**src/rtl/demux_1x16.sv**
```systemverilog
// -----------------------------------------------------------------------------
// demux_1x16
//   Registered 1-to-16 demultiplexer. The data bit IN is routed to the bit of
//   Y selected by S, and every other bit of Y is driven low. The routing is a
//   two-level tree of 1-to-4 cells: S[3:2] picks a group of four outputs and
//   S[1:0] picks the bit inside that group. One flop stage sits on the output,
//   so nothing on the inputs reaches Y combinationally.
//
//   There is no valid/ready handshake on this block. A new S/IN pair is taken
//   on every rising clk edge and its routed result shows up on Y after that
//   same edge (one cycle of latency, one pair per cycle).
//
// Ports
//   clk  in   1   clock, all state updates on the rising edge
//   rst  in   1   synchronous active-high reset, clears Y, wins over S/IN
//   S    in   4   binary index of the destination bit of Y
//   IN   in   1   data bit to be routed
//   Y    out  16  registered one-hot (IN=1) or all-zero (IN=0) output
// -----------------------------------------------------------------------------

// -----------------------------------------------------------------------------
// demux_1x4
//   Combinational 1-to-4 demux cell: Y[k] = IN when S == k, else 0.
//
// Ports
//   S    in   2   select
//   IN   in   1   data bit
//   Y    out  4   routed output
// -----------------------------------------------------------------------------
module demux_1x4 (
  input  logic [1:0] S,
  input  logic       IN,
  output logic [3:0] Y
);

  always_comb begin
    Y    = 4'b0000;
    Y[S] = IN;
  end

endmodule

module demux_1x16 (
  input  logic        clk,
  input  logic        rst,
  input  logic [3:0]  S,
  input  logic        IN,
  output logic [15:0] Y
);

  // Group enables from the first stage; at most one is high.
  logic [3:0]  g;
  // Unregistered tree output, d[i] = IN & (S == i).
  logic [15:0] d;

  demux_1x4 u_stage1 (
    .S  (S[3:2]),
    .IN (IN),
    .Y  (g)
  );

  // Cell j covers outputs 4j..4j+3, so S = 0 lands on bit 0 and S = 15 on
  // bit 15.
  for (genvar j = 0; j < 4; j++) begin : g_stage2
    demux_1x4 u_cell (
      .S  (S[1:0]),
      .IN (g[j]),
      .Y  (d[4*j +: 4])
    );
  end

  // The whole word is reloaded each edge, so the previously selected bit
  // clears on the same edge the new one sets.
  always_ff @(posedge clk) begin
    if (rst) begin
      Y <= 16'h0000;
    end else begin
      Y <= d;
    end
  end

endmodule

```
**config.mk**
```make
export PLATFORM = sky130hd
export DESIGN_NAME = demux_1x16
export DESIGN_NICKNAME = d
export VERILOG_FILES = /design/src/rtl/demux_1x16.sv
export SDC_FILE = /design/constraint.sdc
export NUM_CORES = 1
export LEC_CHECK = 0
export BUFFER_PORTS_ARGS = -buffer_cell sky130_fd_sc_hd__buf_2
export CAP_MARGIN = 20
export CORE_UTILIZATION = 38
export CTS_CLUSTER_DIAMETER = 80
export DETAILED_ROUTE_END_ITERATION = 8
export SYNTH_ARGS = -nofsm -noshare
export SYNTH_HDL_FRONTEND = slang
export SYNTH_HIERARCHICAL = 1
export SYNTH_SLANG_ARGS = --single-unit
```
**constraint.sdc**
```tcl
create_clock -name clk -period 0.9 [get_ports clk]
set_input_delay 0.045 -clock clk [delete_from_list [all_inputs] [get_ports clk]]
set_output_delay 0.045 -clock clk [all_outputs]
set_load 0.01 [all_outputs]
```
==> results.md <==
STA:
- The summed negative setup slack over all endpoints is 0 ns.
- The time the final worst path needs with I/O delays and setup is 0.7625 ns.
- The tightest slew margin relative to the limit is 82.44%.
- Setup slack closes at 0.1375 ns.
- The number of failing hold endpoints at the final stage is 0.
- The count of final setup violators is 0.
- The max-slew violation count came to 0.
- The final cycle utilization of the critical path is 84.72%.
- Setup repair after global routing left no endpoint under its margin.
- At the pin with the least slew margin, the transition time is 0.2634 ns.
- Static timing analysis puts the maximum clock frequency at 1311 MHz.

Critical path:
- The number of buffers and inverters on the critical path is 1.
- STA classifies the critical path endpoint as an output pin.
- The critical path arrival is 0.72 ns.
- The maximum cell stage delay along the critical path is 0.32 ns.
- Walking the worst path, the cells encountered are buf_2.
- The cell with the largest stage delay on the worst path is dfxtp_1.
- By startpoint and endpoint, the worst setup path is classified as reg -> out.
- The critical path data required time is 0.85 ns.
- The category of the worst setup path launch point is a flip-flop.
- The family with the most delay on the worst path is flip-flops.
- Of all nets on the critical path, the largest fanout is 1.
- The most critical setup path has its startpoint at Y[12].

Drt:
- The detailed-route via count is 447.
- The number of vias per cell is 4.705.
- After detailed routing, the number of remaining DRC violations is 4.
- The detailed router finished its first iteration with 9 violations.
- In the final routed layout, each cell accounts on average for 10.35 µm.
- The count of nets left with antenna violations once routing finished came out at 0.
- The first detailed-routing pass took 5 iterations.
- The total routed wirelength is 983 µm.

Floorplanning:
- The die covers 1885 µm².
- The width of the chip is 43.42 µm.
- For this configuration, the core starts out at a cell density of 41.81%.
- In this run the count of I/O pins placed on the die edge is 23.
- The floorplan has 14 rows.
- The area of the core is 1559 µm².
- The height of the die is 43.42 µm.

Power and ir drop:
- In this run the static leakage power is 0.4385 nW.
- For this design the ratio of total power to cell area is 1567 nW/µm².
- The power after layout is 1.276 mW.
- The peak supply drop is 0.6523 mV.

Synthesis:
- The share of synthesized area occupied by flip-flops and latches is 49.14%.
- The top cell type's share of synthesized area is 49.14%.
- Ranked by total cell area, the synthesized netlist is headed by dfxtp_1 49%, and3b_1 13%, nor3b_2 9.6%.
- The yosys synthesis warning count is 6.
- After synthesis, the netlist uses 8 different library cells.
- The post-synthesis register bit count is 16.
- The cell area that synthesis handed to floorplanning was 651.9 µm².
- The net count of the mapped netlist is 60.
- The mean instance size in the synthesized netlist is 12.30 µm².
- Synthesis produced a netlist whose cell count is 53.
- The largest total area in the synthesized netlist belongs to dfxtp_1.

Placed design:
- The number of placed instances, taps included is 91.
- The congestion estimate from routability-driven global placement came to 0.6620.
- The placed wire-length estimate is 684.1 µm.
- The number of I/O port buffers is 22.
- The minimum setup slack after placement is 0.03018 ns.

GRT:
- The global-route wire length before repair is 1.642 mm.
- The initial antenna violation count is 0.
- Entering global routing, the biggest net connects 17 pins.
- The global route total overflow is 0.
- The via count of the first global-routing pass is 384.
- In the global route stage, overall resource usage came out at 11.84%.

Final layout:
- Relative to the synthesized area, the layout overhead comes to 24.95%.
- The largest register by flop count is Y.
- The number of filler cells placed in the layout is 151.
- Summing all multi-input logic gate instances after layout gives 320.3 µm².
- 0 antenna diodes ended up in the layout.
- The filler-free cell count of the finished design is 95.
- The storage element area is 320.3 µm².
- In the final layout, the share of cells above drive strength 1 is 63.29%.
- The register with the most flip-flops in the layout has 16 of them.
- In the final layout, the registers with the most flip-flops are Y: 16 flops.
- The core utilization of the finished layout is 52.25%.
- After the last flow step, the layout net total stands at 87.

CTS:
- The number of buffers created by CTS is 3.
- TritonCTS built the clock tree.
- The clock passes through at most 2 buffers.
- Counting every sink on the clock net gives 16.
- The post-cts gate resize count is 0.
- The hold buffer count at cts is 0.
- The number of levels in the clock H-tree is 1.
- The buffer cell driving the clock tree root is clkbuf_4.
- The post-CTS setup buffer count is 0.
- Clock-pin slew was measured on the worst setup and hold paths at 0.09 ns.

Flow run:
- The tool flagged a number of max-cap violations equal to 0.

Min path:
- The kind of path behind the tightest hold check is in -> reg.
- The startpoint identified for the worst hold timing path is rst.

Outcome:
- The final reports fail on DRC.
- The run finished, with violations left.
[logic make-up after synthesis]
logic type	after synthesis	share of synthesized area, %
buffers and inverters	1	1.727
DFF	16	49.14
and+or+nand+nor	36	49.14
[layout make-up]
type                       count  area share [%]
multi-input combinational     36           39.32
clock buffer                   4           4.455
timing repair buffer          23           14.44
tap                           16           2.458
sequential                    16           39.32
[per-stage QoR]
stage	hold WS [ns]	cell area, µm²
after global placement	0.3480	778.2
after global routing	0.04776	814.5
final	0.04723	814.5
after floorplan	0.2242	651.9
after CTS	0.04050	814.5
after detailed placement	0.3489	778.2
[synthesized netlist by cell type, drive strengths merged]
cell type / number
and2b: 6
and3: 5
and3b: 10
buf: 1
dfxtp: 16
nor2b: 10
nor3b: 5
[layer usage]
metal	up-vias	GRT usage [%]	part of all wire, %
met1	200	15.63	48
met4	0	7.500	0.92
met3	2	3.750	5.2
met5	-	0	0
li1	232	-	-
met2	13	16.67	46
[where the power goes]
| group | internal [mW] | switching [mW] | leakage [nW] |
|---|---|---|---|
| registers | 0.714 | 0.00127 | 0.129 |
| clock network | 0.246 | 0.219 | 0.0210 |
| logic | 0.0437 | 0.0520 | 0.288 |
[worst paths after layout]
path	endpoint	slack, ns	cells past startpoint
max	Y[12]	0.14	1
min	Y[9]	0.05	2
[cells in the final DEF, fill, tap and decap left out, drive strengths merged]
cell    netlist  layout
and3          5       5
and3b        10      10
and2b         6       6
nor3b         5       5
dfxtp        16      16
nor2b        10      10
buf           1      23
clkbuf        0       4
No activity file was read; power rests on OpenSTA's default activity.
